--- src/rtl/uart_pkg.sv ---
// Shared definitions for the UART receive path: register map, status bit
// positions and the ingress handshake state type.
package uart_pkg;

  localparam logic [2:0] UART_REG_STATUS = 3'd0;
  localparam logic [2:0] UART_REG_DATA   = 3'd1;
  localparam logic [2:0] UART_REG_COUNT  = 3'd2;

  localparam int unsigned STAT_AVAIL   = 0;
  localparam int unsigned STAT_FULL    = 1;
  localparam int unsigned STAT_OVERRUN = 2;
  localparam int unsigned STAT_IRQ_EN  = 7;

  typedef enum logic {
    IDLE,
    WAIT_LOW
  } rxState_t;

endpackage

--- src/rtl/sync_fifo.sv ---
// Byte FIFO of 2^DEPTH_LOG2 entries with occupancy count.
// A push while full is accepted only if a pop happens in the same cycle.
module sync_fifo #(
  parameter int unsigned DEPTH_LOG2 = 4
) (
  input  logic                  clk,
  input  logic                  rst_n,
  input  logic                  push,
  input  logic [7:0]            wrData,
  input  logic                  pop,
  output logic [7:0]            rdData,
  output logic                  full,
  output logic                  empty,
  output logic [DEPTH_LOG2:0]   count
);

  localparam logic [DEPTH_LOG2:0] DEPTH = (DEPTH_LOG2+1)'(1) << DEPTH_LOG2;

  logic [7:0]            mem [0:(1 << DEPTH_LOG2) - 1];
  logic [DEPTH_LOG2-1:0] wrPtrQ;
  logic [DEPTH_LOG2-1:0] rdPtrQ;
  logic [DEPTH_LOG2:0]   countQ;
  logic                  doPush;
  logic                  doPop;

  assign full   = (countQ == DEPTH);
  assign empty  = (countQ == '0);
  assign count  = countQ;
  assign rdData = mem[rdPtrQ];

  assign doPop  = pop & ~empty;
  assign doPush = push & (~full | doPop);

  always_ff @(posedge clk) begin
    if (doPush) begin
      mem[wrPtrQ] <= wrData;
    end
  end

  always_ff @(posedge clk or negedge rst_n) begin
    if (!rst_n) begin
      wrPtrQ <= '0;
      rdPtrQ <= '0;
      countQ <= '0;
    end else begin
      if (doPush) begin
        wrPtrQ <= wrPtrQ + (DEPTH_LOG2)'(1);
      end
      if (doPop) begin
        rdPtrQ <= rdPtrQ + (DEPTH_LOG2)'(1);
      end
      if (doPush && !doPop) begin
        countQ <= countQ + (DEPTH_LOG2+1)'(1);
      end else if (doPop && !doPush) begin
        countQ <= countQ - (DEPTH_LOG2+1)'(1);
      end
    end
  end

endmodule

--- src/rtl/uart_rx_fifo.sv ---
// UART receive buffer: handshake ingress into a FIFO, CPU register interface.
// Define UART_RX_FIFO_IRQ_EN to add the interrupt enable bit and irq output.
module uart_rx_fifo
  import uart_pkg::*;
#(
  parameter int unsigned DEPTH_LOG2 = 4
) (
  input  logic       clk,
  input  logic       rst_n,
  input  logic [7:0] rx_data,
  input  logic       rx_valid,
  output logic       rx_ack,
  input  logic       CS,
  input  logic [2:0] addr,
  input  logic [7:0] DI,
  output logic [7:0] DO,
  input  logic       WE
`ifdef UART_RX_FIFO_IRQ_EN
  ,
  output logic       irq
`endif
);

  rxState_t            stateQ, stateD;
  logic                ackQ, ackD;
  logic                rdSelQ;
  logic                overrunQ;
  logic                overrunSet;
  logic                overrunClr;
  logic [7:0]          doQ;
  logic [7:0]          rdMux;
  logic [7:0]          statusByte;
  logic                rdSel;
  logic                pop;
  logic                push;
  logic                full;
  logic                empty;
  logic [7:0]          headData;
  logic [DEPTH_LOG2:0] count;
  logic                irqEn;

  sync_fifo #(
    .DEPTH_LOG2(DEPTH_LOG2)
  ) uFifo (
    .clk    (clk),
    .rst_n  (rst_n),
    .push   (push),
    .wrData (rx_data),
    .pop    (pop),
    .rdData (headData),
    .full   (full),
    .empty  (empty),
    .count  (count)
  );

  // Pop only on the rising edge of the read strobe so a stretched read pops once.
  assign rdSel      = CS & ~WE & (addr == UART_REG_DATA);
  assign pop        = rdSel & ~rdSelQ & ~empty;
  assign overrunClr = CS & WE & (addr == UART_REG_STATUS) & DI[STAT_OVERRUN];

  assign rx_ack = ackQ;
  assign DO     = doQ;

  always_comb begin
    stateD     = stateQ;
    ackD       = 1'b0;
    push       = 1'b0;
    overrunSet = 1'b0;
    unique case (stateQ)
      IDLE: begin
        if (rx_valid) begin
          ackD   = 1'b1;
          stateD = WAIT_LOW;
          if (!full || pop) begin
            push = 1'b1;
          end else begin
            overrunSet = 1'b1;
          end
        end
      end
      WAIT_LOW: begin
        if (!rx_valid) begin
          stateD = IDLE;
        end
      end
      default: stateD = IDLE;
    endcase
  end

  always_comb begin
    statusByte               = 8'h00;
    statusByte[STAT_AVAIL]   = ~empty;
    statusByte[STAT_FULL]    = full;
    statusByte[STAT_OVERRUN] = overrunQ;
    statusByte[STAT_IRQ_EN]  = irqEn;
  end

  always_comb begin
    rdMux = 8'h00;
    case (addr)
      UART_REG_STATUS: rdMux = statusByte;
      UART_REG_DATA:   rdMux = empty ? 8'h00 : headData;
      UART_REG_COUNT:  rdMux = 8'(count);
      default:         rdMux = 8'h00;
    endcase
  end

  always_ff @(posedge clk or negedge rst_n) begin
    if (!rst_n) begin
      stateQ   <= IDLE;
      ackQ     <= 1'b0;
      rdSelQ   <= 1'b0;
      overrunQ <= 1'b0;
      doQ      <= 8'h00;
    end else begin
      stateQ   <= stateD;
      ackQ     <= ackD;
      rdSelQ   <= rdSel;
      // A new overrun wins over a same-cycle clear.
      overrunQ <= overrunSet | (overrunQ & ~overrunClr);
      if (CS && !WE) begin
        doQ <= rdMux;
      end
    end
  end

`ifdef UART_RX_FIFO_IRQ_EN
  logic irqEnQ;
  logic irqQ;
  logic unusedDi;

  assign irqEn    = irqEnQ;
  assign irq      = irqQ;
  assign unusedDi = ^{DI[6:3], DI[1:0]};

  always_ff @(posedge clk or negedge rst_n) begin
    if (!rst_n) begin
      irqEnQ <= 1'b0;
      irqQ   <= 1'b0;
    end else begin
      if (CS && WE && (addr == UART_REG_STATUS)) begin
        irqEnQ <= DI[STAT_IRQ_EN];
      end
      irqQ <= irqEnQ & (~empty | overrunQ);
    end
  end
`else
  logic unusedDi;

  assign irqEn    = 1'b0;
  assign unusedDi = ^{DI[7:3], DI[1:0]};
`endif

endmodule

--- config.mk ---
export PLATFORM = sky130hd
export DESIGN_NAME = uart_rx_fifo
export DESIGN_NICKNAME = d
export VERILOG_FILES = /design/src/rtl/uart_pkg.sv /design/src/rtl/sync_fifo.sv /design/src/rtl/uart_rx_fifo.sv
export SDC_FILE = /design/constraint.sdc
export NUM_CORES = 1
export LEC_CHECK = 0
export ABC_CLOCK_PERIOD_IN_PS = 4500
export BUFFER_PORTS_ARGS = -buffer_cell sky130_fd_sc_hd__buf_2
export CORE_AREA = 5 5 152 154
export CTS_CLUSTER_SIZE = 10
export DETAILED_ROUTE_END_ITERATION = 16
export DIE_AREA = 0 0 157 159
export SETUP_SLACK_MARGIN = 0.2
export SLEW_MARGIN = 20
export SYNTH_ARGS = -nofsm -noshare
export SYNTH_HDL_FRONTEND = slang
export SYNTH_HIERARCHICAL = 1
export SYNTH_SLANG_ARGS = --single-unit
--- constraint.sdc ---
create_clock -name clk -period 4.5 [get_ports clk]
set_input_delay 0.675 -clock clk [delete_from_list [all_inputs] [get_ports clk]]
set_output_delay 0.675 -clock clk [all_outputs]
set_load 0.01 [all_outputs]
==> metrics.yaml <==
outcome:
  status: "complete, no violations"
synthesis:
  ys_types: 43
  async_flop_share_pct: 16.3
  synth.avg_cell_area_um2: 16.8
  synth_edf_count: 128
  synth_xor_area_share_pct: 1.38
  synth_fa_ha_area_share_pct: 2.10
  syn_area_um2: 6330
  yosysMostFrequentCell: "edfxtp_1"
  synth_top_family_by_area: "multiplexers"
  yosys.area_share.simple_pct: 5.99
  synth.largest_area_cell: "edfxtp_1"
  synth_top_area_share_pct: 60.7
  synth_warnings: 6
  synth_fp_nets: 411
  netlist_top_cells_count: "edfxtp_1, mux2i_1, nand2_1"
  synthFlopType: "edfxtp_1"
  yosys-top-cells-area: "edfxtp_1, dfrtp_1, mux4_2"
  synth_cells: 377
  muxShareOfSynthArea_pct: 11.4
  synth_seq_area_share_pct: 70.6
  synth-compound-area-share_pct: 6.72
  ys_seq_elements: 153
clock_network:
  clock_path_buffers: 2
  cts_buffers: 17
  htree_num_levels: 4
  cts_tree: "built"
  postCtsSetupBuffers: 0
  postCtsHoldBufs: 0
  root_buffer: "clkbuf_16"
  clock_latency_ns: 0.42
  cts_sinks: 153
  cts.clk_slew.worst_paths_ns: 0.06
  cts.repair.resized: 0
sta:
  fin_tns_setup_ns: 0
  worstMarginPinSlew_ns: 0.920
  fin_crit_sh_pct: 79.2
  min_period_ns: 3.56
  relSlewSlack_pct: 38.6
  setup_ws_ns: 0.936
  finClkSkew_ns: 0.0110
  timing.fmax_ghz: 0.281
  hold_slack_ns: 0.246
  setup_viol: 0
  hold_viol_final: 0
  finalMaxSlewViolations: 0
  rsz0062_at_grt: "false"
global_route:
  grtUsageTotal_pct: 10.6
  grt_pass1_vias: 3351
  overflow: 0
  grt_start_max_net_pins: 26
  antenna_found_initial: 0
  grt_pass1_wl_um: 19800
power_and_ir_drop:
  p_comb_share_pct: 20.4
  p_leak_nw: 2.58
  p_int_mw: 3.06
  p_seq_share_pct: 43.6
  p_switching_mw: 1.15
  p_clk_share_pct: 36.0
  power.density_nw_per_um2: 570
  switching_share_pct: 27.3
  vdd_drop_max_uv: 304
routing:
  vias: 3322
  initialDrtViolationCount: 333
  final_antenna_net_count: 0
  drc: 0
  wl_per_cell_um: 18.1
  wl_um: 12600
  viasPerCell: 4.75
  firstDrtPassIters: 4
floorplanning:
  die_y_um: 159
  die_x_um: 157
  io_pins: 33
  rows: 54
  fp.coreArea_um2: 21600
  die-area_um2: 25000
  start_util_pct: 29.4
layout:
  fin_util_pct: 34.2
  layout-drive-gt1-share_pct: 20.0
  multi_input_area_um2: 1750
  n_antenna_cell: 0
  nFillCells: 2006
  area_delta_synth_final_pct: 16.6
  nNetsFinal: 441
  fin_area_um2: 7380
  regArea_um2: 4470
critical_path:
  crit-reg2reg-capture: "uFifo/count[4]"
  worstSetupStartpointType: "flip-flop"
  worstPathCellList: "or4_4 > nor2_1 > nor4_1 > o31ai_4 > inv_2 > ha_1 > inv_1 > ha_1 > a21o_1 > a21oi_1 > mux2i_1 > xnor2_1"
  crit_fanout: 7
  worstSetupPathType: "reg2reg"
  crit_path_end_kind: "flip-flop"
  cpMostUsedCell: "ha_1"
  cp_top_family: "simple AND/OR/NAND/NOR gates"
  reg2reg_depth: 12
  arrival_ns: 3.91
  required_ns: 4.84
  slowest_delay_ns: 0.60
  cp_num_buf_inv: 2
  regToRegSetupSlack_ns: 0.94
  r2r_start: "uFifo/count[0]"
  cp_slowest_cell: "or4_4"
flow_run:
  cap_violations: 0
placed_design:
  hpwl_um: 8290
  io_buffers: 25
  post-place-ws_ns: 0.883
  place_area_um2: 6750
  place_congestion: 0.782
hold_path:
  hp-class: "in2async"
-- sequential cells by signal (all words and copies together), names as in the netlist, 4 cells and up --
signal and count:
DO 8, uFifo/rdPtrQ 4, uFifo/wrPtrQ 4, uFifo/count 5, uFifo/mem 128
-- power groups by stage --
| stage | clock (mW) | combinational (mW) | sequential, mW |
|---|---|---|---|
| after CTS | 1.55 | 0.858 | 1.84 |
| after global placement | 0 | 0.841 | 1.86 |
| after floorplan | 0 | 0.698 | 1.76 |
| final | 1.51 | 0.856 | 1.83 |
| after detailed placement | 0 | 0.856 | 1.87 |
| after global routing | 1.61 | 0.927 | 1.86 |
-- per-stage QoR --
stage	power (mW)	instances
finish	4.21	699
global route	4.40	699
CTS	4.25	699
detailed placement	2.73	668
global placement	2.70	668
floorplan	2.46	377
-- layer usage --
layer / vias to the layer above / track usage (%) / wire length [um]
li1: 1530 / - / -
met1: 1704 / 14.2 / 5420
met2: 76 / 17.0 / 6410
met3: 12 / 2.61 / 660
met4: 0 / 3.55 / 151
met5: - / 0 / 0
-- final cells by class --
type	count	area share [%]
inverters	8	0.407
clock buffers	20	5.92
multi-input cells	199	23.7
clock inverters	11	2.61
flip-flops and latches	153	60.6
repair buffers	28	2.00
well taps	280	4.75
-- how the worst max path moves through the flow --
stage / from / end / slack, ns / cells past startpoint
after detailed placement: addr[1] / uFifo/count[4] / 0.88 / 12
after global routing: uFifo/count[0] / uFifo/count[4] / 0.68 / 12
after floorplan: addr[1] / uFifo/count[4] / 1.20 / 12
final: uFifo/count[0] / uFifo/count[4] / 0.94 / 12
after global placement: addr[1] / uFifo/count[4] / 0.93 / 12
after CTS: uFifo/count[0] / uFifo/count[4] / 0.93 / 12
-- cell usage in the layout (no fill, tap or decap), types with 2 or more instances in the layout --
| cell | instances |
|---|---|
| a21oi_1 | 2 |
| a221oi_1 | 16 |
| a22oi_1 | 13 |
| and2_1 | 17 |
| buf_2 | 25 |
| buf_4 | 3 |
| bufinv_16 | 5 |
| clkbuf_1 | 3 |
| clkbuf_16 | 17 |
| dfrtp_1 | 24 |
| edfxtp_1 | 128 |
| ha_1 | 9 |
| inv_1 | 7 |
| inv_6 | 3 |
| mux2_2 | 3 |
| mux2i_1 | 33 |
| mux4_2 | 16 |
| nand2_1 | 27 |
| nand2b_1 | 2 |
| nor2_1 | 7 |
| nor3b_1 | 3 |
| o21ai_0 | 20 |
| xnor2_1 | 9 |
-- worst reg2reg max path: stages, from the launching register on --
cell	delay (ns)
dfrtp_1	0.46
or4_4	0.60
nor2_1	0.33
nor4_1	0.18
o31ai_4	0.35
inv_2	0.14
ha_1	0.23
inv_1	0.16
ha_1	0.30
a21o_1	0.18
a21oi_1	0.18
mux2i_1	0.24
xnor2_1	0.13
-- cell families (layout without fill, tap and decap cells) --
logic type | Yosys count | count (layout)
flip-flops | 153 | 153
adder cells (fa/ha/maj) | 10 | 10
AO/OA/AOI/OAI | 58 | 58
buffers and inverters | 25 | 67
multiplexers | 52 | 52
XOR/XNOR | 10 | 10
AND/OR/NAND/NOR | 69 | 69
No activity file was read; power rests on OpenSTA's default activity.
